### config.mk
export PLATFORM = sky130hd
export DESIGN_NAME = mux_2_arbiter
export DESIGN_NICKNAME = d
export VERILOG_FILES = /design/src/rtl/mux_2_arbiter_pkg.sv /design/src/rtl/mux_2_arbiter_mux_2.sv /design/src/rtl/mux_2_arbiter.sv
export SDC_FILE = /design/constraint.sdc
export NUM_CORES = 1
export LEC_CHECK = 0
export ABC_AREA = 1
export CAP_MARGIN = 25
export CORE_ASPECT_RATIO = 0.75
export CORE_MARGIN = 2
export CORE_UTILIZATION = 35
export CTS_BUF_LIST = sky130_fd_sc_hd__clkbuf_8
export DETAILED_ROUTE_END_ITERATION = 6
export PLACE_DENSITY = 0.79
export REMOVE_ABC_BUFFERS = 1
export SLEW_MARGIN = 0
export SYNTH_ARGS = -nofsm -noshare
export SYNTH_HDL_FRONTEND = slang
export SYNTH_HIERARCHICAL = 1
export SYNTH_SLANG_ARGS = --single-unit
### constraint.sdc
create_clock -name clk -period 1.8 [get_ports clk]
set_input_delay 0.36 -clock clk [delete_from_list [all_inputs] [get_ports clk]]
set_output_delay 0.36 -clock clk [all_outputs]
set_load 0.02 [all_outputs]
### src/rtl/mux_2_arbiter_pkg.sv
// Shared types and constants for the two-source round-robin arbiter.
package mux_2_arbiter_pkg;

    typedef enum logic {IDLE, HOLD} arb_state_t;

    typedef logic src_t;

    localparam int DATA_W = 16;

endpackage

### src/rtl/mux_2_arbiter_mux_2.sv
// Plain 2:1 data mux used as the arbiter's shared datapath.
module mux_2
    import mux_2_arbiter_pkg::*;
(
    input  logic [DATA_W-1:0] i_data0,
    input  logic [DATA_W-1:0] i_data1,
    input  logic              i_sel,
    output logic [DATA_W-1:0] o_data
);

    assign o_data = i_sel ? i_data1 : i_data0;

endmodule

### src/rtl/mux_2_arbiter.sv
// Round-robin arbiter for two valid/ready sources into one registered output slot.
// Optional source locking is enabled by defining MUX_2_ARBITER_LOCK_EN.
module mux_2_arbiter
    import mux_2_arbiter_pkg::*;
#(
    parameter int WIDTH          = 16,
    parameter int FAIR_RESET_SRC = 0
)
(
    input  logic             clk,
    input  logic             rst,
`ifdef MUX_2_ARBITER_LOCK_EN
    input  logic             in0_lock,
    input  logic             in1_lock,
`endif
    input  logic             in0_valid,
    input  logic [WIDTH-1:0] in0_data,
    output logic             in0_ready,
    input  logic             in1_valid,
    input  logic [WIDTH-1:0] in1_data,
    output logic             in1_ready,
    output logic             out_valid,
    output logic [WIDTH-1:0] out_data,
    output logic             out_src,
    input  logic             out_ready,
    output logic             mux_select
);

    generate
        if (WIDTH != DATA_W) begin : g_bad_width
            $error("mux_2_arbiter: WIDTH must equal 16");
        end
    endgenerate

    localparam src_t LAST_GRANT_RST = (FAIR_RESET_SRC == 0) ? 1'b1 : 1'b0;

    arb_state_t         r_state;
    arb_state_t         w_state_next;
    logic [WIDTH-1:0]   r_out_data;
    logic [WIDTH-1:0]   w_out_data_next;
    src_t               r_out_src;
    src_t               w_out_src_next;
    src_t               r_last_grant;
    src_t               w_last_grant_next;

    logic               w_slot_free;
    logic               w_req0;
    logic               w_req1;
    logic               w_grant_any;
    src_t               w_grant_idx;
    logic [WIDTH-1:0]   w_mux_data;

`ifdef MUX_2_ARBITER_LOCK_EN
    logic               r_lock_active;
    logic               w_lock_active_next;
    src_t               r_lock_owner;
    src_t               w_lock_owner_next;
    logic               w_grant_lock;

    // While locked, the non-owner's request is invisible to the arbiter.
    assign w_req0 = in0_valid & ~(r_lock_active & r_lock_owner);
    assign w_req1 = in1_valid & ~(r_lock_active & ~r_lock_owner);
    assign w_grant_lock = w_grant_idx ? in1_lock : in0_lock;
`else
    assign w_req0 = in0_valid;
    assign w_req1 = in1_valid;
`endif

    assign w_slot_free = ~rst & ((r_state == IDLE) | out_ready);
    assign w_grant_idx = (w_req0 & w_req1) ? ~r_last_grant : w_req1;
    assign w_grant_any = w_slot_free & (w_req0 | w_req1);

    assign in0_ready  = w_grant_any & ~w_grant_idx;
    assign in1_ready  = w_grant_any &  w_grant_idx;
    assign mux_select = w_grant_any ? w_grant_idx : r_last_grant;

    mux_2 u_mux_2 (
        .i_data0 (in0_data),
        .i_data1 (in1_data),
        .i_sel   (mux_select),
        .o_data  (w_mux_data)
    );

    always_comb begin
        w_state_next      = r_state;
        w_out_data_next   = r_out_data;
        w_out_src_next    = r_out_src;
        w_last_grant_next = r_last_grant;
        if (w_grant_any) begin
            w_state_next      = HOLD;
            w_out_data_next   = w_mux_data;
            w_out_src_next    = w_grant_idx;
            w_last_grant_next = w_grant_idx;
        end else if ((r_state == HOLD) && out_ready) begin
            w_state_next = IDLE;
        end
    end

`ifdef MUX_2_ARBITER_LOCK_EN
    // Every transfer reloads the lock from the winner's lock bit.
    always_comb begin
        w_lock_active_next = r_lock_active;
        w_lock_owner_next  = r_lock_owner;
        if (w_grant_any) begin
            w_lock_active_next = w_grant_lock;
            w_lock_owner_next  = w_grant_idx;
        end
    end

    always_ff @(posedge clk) begin
        if (rst) begin
            r_lock_active <= 1'b0;
            r_lock_owner  <= 1'b0;
        end else begin
            r_lock_active <= w_lock_active_next;
            r_lock_owner  <= w_lock_owner_next;
        end
    end
`endif

    always_ff @(posedge clk) begin
        if (rst) begin
            r_state      <= IDLE;
            r_out_data   <= '0;
            r_out_src    <= 1'b0;
            r_last_grant <= LAST_GRANT_RST;
        end else begin
            r_state      <= w_state_next;
            r_out_data   <= w_out_data_next;
            r_out_src    <= w_out_src_next;
            r_last_grant <= w_last_grant_next;
        end
    end

    assign out_valid = (r_state == HOLD);
    assign out_data  = r_out_data;
    assign out_src   = r_out_src;

endmodule
**Word-level counts from Yosys, hierarchy flattened**

Index checks and enable logic that the tools add are counted.

- Bits in registers: 19
- Output and inout bits: 21
- Logic and storage cells: 22

- Multiplexer cells: 5
- Bitwise logic cells: 11
- Reduce and logical (&&, ||, !) cells: 2

Operators by type and width:

| cell | number |
|---|---|
| two-way mux 16 bit | 1 |
| bitwise AND 1 bit | 5 |
| two-way mux 1 bit | 4 |
| NOT 1 bit | 4 |
| OR 1 bit | 2 |
| nonzero test 2 bit | 1 |
| logical AND 1 bit | 1 |

**Depth between registers and ports, before layout**

Gate-level depths: netlist of the first run.

- Word-level depth: 6
- Mapped depth: 13
- Depth with buffers taken out: 11

**Hierarchy**

Netlist of the first run, hierarchy kept.

By module, submodules not included:

| module | instances | cells an instance | area an instance (µm²) | seq. area each (µm²) |
|---|---|---|---|---|
| mux_2_arbiter | 1 | 98 | 753.2 | 380.4 |
| mux_2 | 1 | 52 | 244.0 | 0.0 |

**Worst setup path before layout of the first run**

Ideal clock, no wire load.

- Kind: register to register
- Start point: register r_state, in the netlist out_valid
- End point: register r_out_data[10], in the netlist out_data[10]
- Setup time: 113 ps
- Arrival: 1551 ps
- Slack: 136 ps
- Stages on the path, launching flop included: 13
- Period minus slack after synthesis: 1664 ps
- Cells stage by stage: dfxtp_1 nand2_4 nand2_1 nor2_4 nand2_1 nand2_1 buf_6 inv_6 buf_12 nand2_1 nand2_1 nand2_1 nand2_1

- Longest elaborated chain between the ends: 6

Ends and longest elaborated chain:

| item | line | text |
|---|---|---|
| from (decl) | mux_2_arbiter.sv:37 | `arb_state_t r_state;` |
| from (signal assigned) | mux_2_arbiter.sv:128 | `r_state <= w_state_next;` |
| NOT 1 bit | mux_2_arbiter.sv:69 | `assign w_slot_free = ~rst & ((r_state == IDLE) \| out_ready);` |
| OR 1 bit | mux_2_arbiter.sv:69 |  |
| bitwise AND 1 bit | mux_2_arbiter.sv:69 |  |
| bitwise AND 1 bit | mux_2_arbiter.sv:71 | `assign w_grant_any = w_slot_free & (w_req0 \| w_req1);` |
| two-way mux 1 bit | n/a |  |
| net mux_select | mux_2_arbiter.sv:26 | `output logic mux_select` |
| two-way mux 16 bit | mux_2_arbiter_mux_2.sv:11 | `assign o_data = i_sel ? i_data1 : i_data0;` |
| net w_mux_data[10] | mux_2_arbiter.sv:51 | `logic [WIDTH-1:0] w_mux_data;` |
| to (signal assigned) | mux_2_arbiter.sv:129 | `r_out_data <= w_out_data_next;` |
| to (decl) | mux_2_arbiter.sv:39 | `logic [WIDTH-1:0] r_out_data;` |

The timed path passes the listed nets, and every way through them passes these cells.
A chain may end at the register's enable or synchronous reset.

**Worst setup path in the final report of the first run**

- Start point: input rst
- End point: output mux_select

- Longest elaborated chain between the ends: 4

Ends and longest elaborated chain:

| item | line | text |
|---|---|---|
| from (decl) | mux_2_arbiter.sv:11 | `input logic rst,` |
| NOT 1 bit | mux_2_arbiter.sv:69 |  |
| bitwise AND 1 bit | mux_2_arbiter.sv:69 |  |
| bitwise AND 1 bit | mux_2_arbiter.sv:71 |  |
| two-way mux 1 bit | n/a |  |
| to (decl) | mux_2_arbiter.sv:26 |  |

No other way between the ends.

==> results of run 1 <==
-- registers in the layout, summed over array words and instances (netlist names) --
register and flops:
r_last_grant 1, out_data 16, out_valid 1, out_src 1
-- layer usage --
| metal | vias to the layer above | global-route usage (%) |
|---|---|---|
| li1 | 582 | - |
| met1 | 434 | 19.0 |
| met2 | 37 | 27.9 |
| met3 | 2 | 5.83 |
| met4 | 0 | 3.13 |
| met5 | - | 0 |
-- worst max-delay path: stages --
cell and delay (ns):
dlygate4sd2_1 0.27, inv_2 0.13, nand2_4 0.07, nor2_4 0.13
nand2_4 0.07, nand2_4 0.08, buf_6 0.11
-- what timing repair did --
item,4_1_cts,5_1_grt
buffers inserted,1,1
setup endpoints to repair,6,18
pin swaps,0,3
resized for setup,19,11
-- power breakdown --
| group | internal (uW) | total, uW | switching (uW) |
|---|---|---|---|
| combinational | 221 | 442 | 221 |
| clock | 151 | 275 | 124 |
| sequential | 468 | 492 | 24.0 |
| total | 840 | 1210 | 369 |
-- cells by family (layout without fill, tap and decap cells) --
| logic type | Yosys count | count (layout) | synth area share [%] |
|---|---|---|---|
| flops | 19 | 19 | 38.1 |
| buf+inv | 17 | 80 | 12.4 |
| compound gates | 1 | 1 | 0.501 |
| simple gates | 113 | 113 | 48.9 |
-- per-stage QoR --
step                instances  utilization (%)
floorplan                 143                -
global placement          243             59.5
detailed placement        243             59.5
CTS                       248             61.2
global route              249             63.0
finish                    249             63.0
-- worst min path at each step --
stage | start | end | slack, ns | cells after the start
after floorplan | rst | out_valid$_SDFFE_PP0P_ | 0.43 | 1
after global placement | out_data[10]$_SDFFE_PP0P_ | out_data[10]$_SDFFE_PP0P_ | 0.45 | 2
final | out_data[3]$_SDFFE_PP0P_ | out_data[3]$_SDFFE_PP0P_ | 0.46 | 2
after detailed placement | out_data[3]$_SDFFE_PP0P_ | out_data[3]$_SDFFE_PP0P_ | 0.46 | 2
after CTS | out_data[3]$_SDFFE_PP0P_ | out_data[3]$_SDFFE_PP0P_ | 0.47 | 2
after global routing | rst | out_valid$_SDFFE_PP0P_ | 0.47 | 2
-- final cells by class --
class                      instances  area [um^2]
sequential                        19          380
multi-input combinational        114          531
clock buffer                       3         41.3
clock inverter                     1         3.75
tap                               36         45.0
fill                             252          985
inverter                          10         42.5
timing repair buffer              66          634
-- layout by cell type (no fill, tap or decap), types with 2 or more instances in the layout --
cell / Yosys / layout
nand2_1: 84 / 80
clkdlybuf4s50_1: 0 / 50
dfxtp_1: 19 / 19
nand3_1: 18 / 18
buf_4: 0 / 9
inv_1: 7 / 8
nand2_4: 1 / 5
nand2_2: 5 / 5
clkbuf_8: 0 / 3
dlygate4sd2_1: 0 / 3
nor2_4: 1 / 2
nor2_1: 3 / 2
inv_2: 2 / 2
buf_6: 5 / 2
==> results.toml, run 1 <==
[critical_path]
r2r-end = "out_data[2]$_SDFFE_PP0P_"
reg2reg_from = "out_valid$_SDFFE_PP0P_"
required_ns = 1.44
worstPathMaxFanout = 4
endpoint_kind = "primary output"
crit_path_start = "rst"
arrival_ns = 1.24
crit_type = "in2out"
reg2reg_depth = 11
critPathLaunchType = "input pin"
rrSetupSlack_ns = 0.37
worstSetupEndpoint = "mux_select"

[synthesis]
yosysMostFrequentCell = "nand2_1"
yosysTopAreaCell = "dfxtp_1"
avgSynthCellArea_um2 = 6.65
synth.top_cells.by_count = "nand2_1, dfxtp_1, nand3_1"
ys_ff_latch = 19
synth_edf_count = 0
synth_ff_type = "dfxtp_1"
ys_warn_count = 6
synthCells = 150
ys_types = 15
synthTopCellsByArea = "dfxtp_1, nand2_1, nand3_1"
synth_top_area_share_pct = 38.1
synth-async-reset-ratio_pct = 0
synth_area_um2 = 997
ys_seq_area_share_pct = 38.1

[sta]
slew-limit-headroom_pct = 84.5
whs_ns = 0.463
fin_crit_sh_pct = 88.8
max_freq_ghz = 0.626
worstMarginPinSlew_ns = 0.232
finalSetupViolCount = 0
fin_ws_ns = 0.202
rsz0062_at_grt = "no"
finalClockSkew_ns = 0.000747
period_needed_ns = 1.60
fin_tns_setup_ns = 0
hold_viol_final = 0
drv_slew = 0

[detailed_routing]
vias = 1055
wl_met1_um = 1110
routed_wl_um = 2480
drt-initial-drc-count = 43
route.detailed.drc = 0
dr.pass1.iters = 4
dr_wl_met3_um = 190
route.antenna.remaining_nets = 0
wl_met2_um = 1150
via_per_inst = 4.24
highest_layer = "met4"
post_drt_wl_per_cell_um = 9.95

[pwr]
p_leak_uw = 0.000864
fin_total_pwr_uw = 1210
pwr_density_cell_nw_per_um2 = 720
max-vdd-ir-drop_v = 0.000341

[floorplanning]
dieArea_um2 = 3300
die_h_um = 50.2
fp.coreArea_um2 = 2660
core.rowCount = 16
io_pins = 58
initial_core_util_pct = 37.5
die_w_um = 65.6

[place]
port_buffers = 57
routabilityCongestion = 0.664
hpwl_um = 1860
place_ws_ns = -0.500
place_area_um2 = 1580

[layout]
final_nets = 251
diodes = 0
design_area_um2 = 1680
drive_gt1_share_pct = 14.6
synthToLayoutAreaGrowth_pct = 68.3

[run]
max_cap_viol_count = 0

[global_routing]
overflow = 0
grt_max_degree = 18
antenna_found_initial = 0
grt_pass1_wl_um = 4140
grt_pass1_vias = 964
track_usage_pct = 16.1

[clock_tree]
h-tree-depth = 1
cts.clk_slew.worst_paths_ns = 0.06
hold_buffers = 0
cts_buffers = 3
cts.root.buffer_cell = "clkbuf_8"
cts.sinks = 19
cts_tree = "yes"
clock_latency_ns = 0.24
cts_buffer_depth = 2

[outcome]
status = "finished clean"

[hold_path]
min_path_type = "reg2reg"
Note: power is estimated with default switching activity, not from simulation.
==> run 2: changes to the inputs <==
--- a/config.mk
+++ b/config.mk
@@ -9,10 +9,10 @@
 export CAP_MARGIN = 25
 export CORE_ASPECT_RATIO = 0.75
 export CORE_MARGIN = 2
-export CORE_UTILIZATION = 35
+export CORE_UTILIZATION = 28
 export CTS_BUF_LIST = sky130_fd_sc_hd__clkbuf_8
 export DETAILED_ROUTE_END_ITERATION = 6
-export PLACE_DENSITY = 0.79
+export PLACE_DENSITY = 0.66
 export REMOVE_ABC_BUFFERS = 1
 export SLEW_MARGIN = 0
 export SYNTH_ARGS = -nofsm -noshare
==> run 2 against run 1 <==
Sequential share of layout area fell by 0.12 points. Worst setup slack got worse by 0.15 ns. Total power rose by 1.7%. Largest cell class unchanged. Largest power group unchanged.
==> results.toml, run 2 (same netlist as run 1, synthesis figures left out) <==
[clock_tree]
h-tree-depth = 1
cts.root.buffer_cell = "clkbuf_8"
cts_tree = "yes"
cts_buffer_depth = 2
cts.clk_slew.worst_paths_ns = 0.07
clock_latency_ns = 0.25
cts_buffers = 3
cts.sinks = 19

[sta]
worstMarginPinSlew_ns = 0.234
slew-limit-headroom_pct = 84.4
whs_ns = 0.463
period_needed_ns = 1.75
finalClockSkew_ns = 0.000824
fin_ws_ns = 0.0491
finalSetupViolCount = 0
hold_viol_final = 0
fin_crit_sh_pct = 97.3
drv_slew = 0
max_freq_ghz = 0.571

[place]
place_inst = 248
routabilityCongestion = 0.779
hpwl_um = 1890
port_buffers = 57
place_ws_ns = -0.535

[critical_path]
reg2reg_depth = 11
arrival_ns = 1.39
reg2reg_from = "out_valid$_SDFFE_PP0P_"
crit_type = "in2out"
r2r-end = "out_data[3]$_SDFFE_PP0P_"
worstPathMaxFanout = 3
rrSetupSlack_ns = 0.38
required_ns = 1.44
critPathLaunchType = "input pin"
endpoint_kind = "primary output"

[global_routing]
overflow = 0
antenna_found_initial = 0
grt_pass1_vias = 1040
grt_max_degree = 18
track_usage_pct = 13.9
grt_pass1_wl_um = 4440

[floorplanning]
die_w_um = 72.9
fp.coreArea_um2 = 3360
core.rowCount = 18
initial_core_util_pct = 29.7
dieArea_um2 = 4060
io_pins = 58
die_h_um = 55.7

[layout]
mostFrequentLayoutCells = "nand2_1, clkdlybuf4s50_1, dfxtp_1"
layout.cells.non_filler = 253
diodes = 0
final_common_cell = "nand2_1"
synthToLayoutAreaGrowth_pct = 69.1
drive_gt1_share_pct = 14.1
largest_reg_flops = 16
final_nets = 251

[hold_path]
min_path_type = "reg2reg"
whs_endpoint = "out_data[1]$_SDFFE_PP0P_"
min_delay_path_depth = 2
hp-start = "out_data[1]$_SDFFE_PP0P_"

[pwr]
max-vdd-ir-drop_v = 0.000292
fin_total_pwr_uw = 1230
pwr_density_cell_nw_per_um2 = 729
p_leak_uw = 0.000860

[detailed_routing]
via_per_inst = 4.17
vias = 1055
drt-initial-drc-count = 24
post_drt_wl_per_cell_um = 10.2
dr.pass1.iters = 6
route.antenna.remaining_nets = 0
routed_wl_um = 2580
route.detailed.drc = 0

[run]
max_cap_viol_count = 0

[outcome]
status = "finished clean"
run 2: cell count changes in the layout (fill, tap and decap cells not counted), sizes merged:
cell           before  now
dlygate4sd2         3    2
dlymetal6s2s        1    0
clkdlybuf4s50      50   52
run 2: area by class of cell:
class                      instances  area [um^2]
sequential                        19          380
inverter                          10         42.5
clock buffer                       3         41.3
fill                             340         1670
multi-input combinational        114          513
timing repair buffer              66          656
clock inverter                     1         3.75
tap                               40         50.0
run 2: stage by stage:
step | area [um^2] | setup TNS, ns | utilization (%)
after floorplan | 916 | -3.42 | -
after CTS | 1650 | 0 | 49.1
after global routing | 1690 | -0.00501 | 50.3
after detailed placement | 1610 | -6.05 | 47.9
after global placement | 1610 | -5.95 | 47.9
final | 1690 | 0 | 50.3
run 2: routing by layer:
| metal | vias to the layer above | track usage [%] | part of all wire (%) |
|---|---|---|---|
| li1 | 579 | - | - |
| met1 | 445 | 17.7 | 50 |
| met2 | 31 | 22.5 | 44 |
| met3 | 0 | 4.71 | 5.9 |
| met4 | 0 | 3.44 | 0 |
| met5 | - | 0 | 0 |
run 2: repair_timing:
action / in CTS / in global routing
buffers inserted: 0 / 1
resized for setup: 18 / 5
setup endpoints to repair: 19 / 18
pin swaps: 1 / 0
hold buffers: 0 / 0
run 2: report_power, final:
part           internal, uW  total, uW  switching [uW]
clock                   152        293             141
sequential              468        490            22.8
combinational           225        446             222
total                   844       1230             386
run 2: worst max path at each step:
stage	startpoint	end	slack, ns
after global placement	in1_valid	mux_select	-0.54
after floorplan	rst	out_data[0]$_SDFFE_PP0P_	-0.21
after detailed placement	in1_valid	mux_select	-0.53
after global routing	out_ready	mux_select	-0.004
after CTS	out_ready	mux_select	0.02
final	out_ready	mux_select	0.05
run 2: worst max-delay path, stage by stage:
cell,delay [ns]
clkdlybuf4s50_1,0.47
inv_2,0.04
nand2_4,0.06
buf_12,0.10
nand3_4,0.07
nand2_2,0.09
nand2_4,0.06
buf_6,0.13
==> run 3: changes to the inputs <==
--- a/config.mk
+++ b/config.mk
@@ -14,6 +14,7 @@
 export DETAILED_ROUTE_END_ITERATION = 6
 export PLACE_DENSITY = 0.66
 export REMOVE_ABC_BUFFERS = 1
+export SKIP_CTS_REPAIR_TIMING = 1
 export SLEW_MARGIN = 0
 export SYNTH_ARGS = -nofsm -noshare
 export SYNTH_HDL_FRONTEND = slang
==> run 3 against run 2 <==
Non-clock buffer count increased by 1. Register-to-register slack about the same. Clock power about the same. First-iteration DRC count decreased by 4.2%. Total power decreased by 0.25%. Cell area decreased by 0.15%. Clock skew about the same. Worst hold slack about the same. Combinational power about the same.
==> results.toml, run 3 (same netlist as run 1, synthesis figures left out) <==
[outcome]
status = "finished clean"

[layout]
fillers = 340
synthToLayoutAreaGrowth_pct = 68.9
final_common_cell = "nand2_1"
largest_reg_flops = 16
diodes = 0
design_area_um2 = 1680
mostFrequentLayoutCells = "nand2_1, clkdlybuf4s50_1, dfxtp_1"
final_nets = 252
layout.cells.non_filler = 254
drive_gt1_share_pct = 14.5

[detailed_routing]
post_drt_wl_per_cell_um = 10.1
route.antenna.remaining_nets = 0
vias = 1065
dr.pass1.iters = 4
route.detailed.drc = 0
via_per_inst = 4.19
routed_wl_um = 2560
drt-initial-drc-count = 23

[floorplanning]
io_pins = 58
die_w_um = 72.9
fp.coreArea_um2 = 3360
initial_core_util_pct = 29.7
die_h_um = 55.7
dieArea_um2 = 4060
core.rowCount = 18

[place]
place_area_um2 = 1610
hpwl_um = 1890
port_buffers = 57
routabilityCongestion = 0.779
place_inst = 248
place_ws_ns = -0.535

[global_routing]
grt_pass1_wl_um = 4440
grt_max_degree = 18
track_usage_pct = 13.9
antenna_found_initial = 0
overflow = 0
grt_pass1_vias = 1041

[critical_path]
crit_type = "in2out"
endpoint_kind = "primary output"
reg2reg_depth = 11
slowest_delay_ns = 0.49
critPathLaunchType = "input pin"
r2r-end = "out_data[3]$_SDFFE_PP0P_"
rrSetupSlack_ns = 0.37
required_ns = 1.44
worstPathMaxFanout = 3
reg2reg_from = "out_valid$_SDFFE_PP0P_"
cp_cell_sequence = "clkdlybuf4s50_1, inv_2, buf_4, nand3_4, nand2_2, nand2_4, buf_6"
slowest_stage = "clkdlybuf4s50_1"
critPathTopFamily = "buffers and inverters"
arrival_ns = 1.39
worst-path-buf-inv = 4

[pwr]
max-vdd-ir-drop_v = 0.000292
pwr_density_cell_nw_per_um2 = 728
p_leak_uw = 0.000867

[sta]
finalSetupViolCount = 0
whs_ns = 0.463
fin_crit_sh_pct = 97.4
period_needed_ns = 1.75
slew-limit-headroom_pct = 84.4
worstMarginPinSlew_ns = 0.234
max_freq_ghz = 0.570
fin_ws_ns = 0.0462
hold_viol_final = 0
finalClockSkew_ns = 0.000479
rsz0062_at_grt = "no"
drv_slew = 0

[clock_tree]
clock_latency_ns = 0.25
cts_buffer_depth = 2
cts.sinks = 19
cts_buffers = 3
cts_tree = "yes"
cts.clk_slew.worst_paths_ns = 0.07
cts.root.buffer_cell = "clkbuf_8"
h-tree-depth = 1

[hold_path]
whs_endpoint = "out_data[1]$_SDFFE_PP0P_"
hp-start = "out_data[1]$_SDFFE_PP0P_"
min_path_type = "reg2reg"
min_delay_path_depth = 2

[run]
max_cap_viol_count = 0
run 3: tightest hold or removal path: stages (launching register included):
cell     delay [ns]
dfxtp_1        0.31
nand3_1        0.07
nand2_1        0.04
run 3: how the worst max path moves through the flow:
stage | start | to | slack, ns | cells after the start
final | rst | mux_select | 0.05 | 7
after global routing | out_ready | mux_select | 0.0004 | 8
after CTS | in1_valid | mux_select | -0.55 | 7
after detailed placement | in1_valid | mux_select | -0.53 | 7
after global placement | in1_valid | mux_select | -0.54 | 7
after floorplan | rst | out_data[0]$_SDFFE_PP0P_ | -0.21 | 10
run 3: layout make-up:
cell class / instances / area, um^2 / area share [%]
clock buffers: 3 / 41.3 / 2.45
clock inverters: 1 / 3.75 / 0.223
inverters: 10 / 42.5 / 2.53
multi-input cells: 114 / 508 / 30.2
flip-flops and latches: 19 / 380 / 22.6
well taps: 40 / 50.0 / 2.97
repair buffers: 67 / 658 / 39.1
run 3: per-stage QoR:
| stage | utilization (%) | power [uW] | setup TNS [ns] |
|---|---|---|---|
| 5_1_grt | 50.2 | 1310 | 0 |
| 3_3_place_gp | 47.9 | 935 | -5.95 |
| 2_1_floorplan | - | 702 | -3.42 |
| 3_5_place_dp | 47.9 | 940 | -6.05 |
| 6_report | 50.2 | 1230 | 0 |
| 4_1_cts | 49.3 | 1230 | -1.94 |
run 3: routing by layer:
layer	vias to the layer above	wire (um)	global-route usage (%)
met3	0	158	4.53
met1	450	1270	17.8
met5	-	0	0
met2	33	1140	22.5
li1	582	-	-
met4	0	0	3.44
run 3: power by group:
part           total, uW  switching, uW  internal (uW)
registers            490           22.8            468
logic                444            220            224
clock network        292            141            151
total               1230            384            843
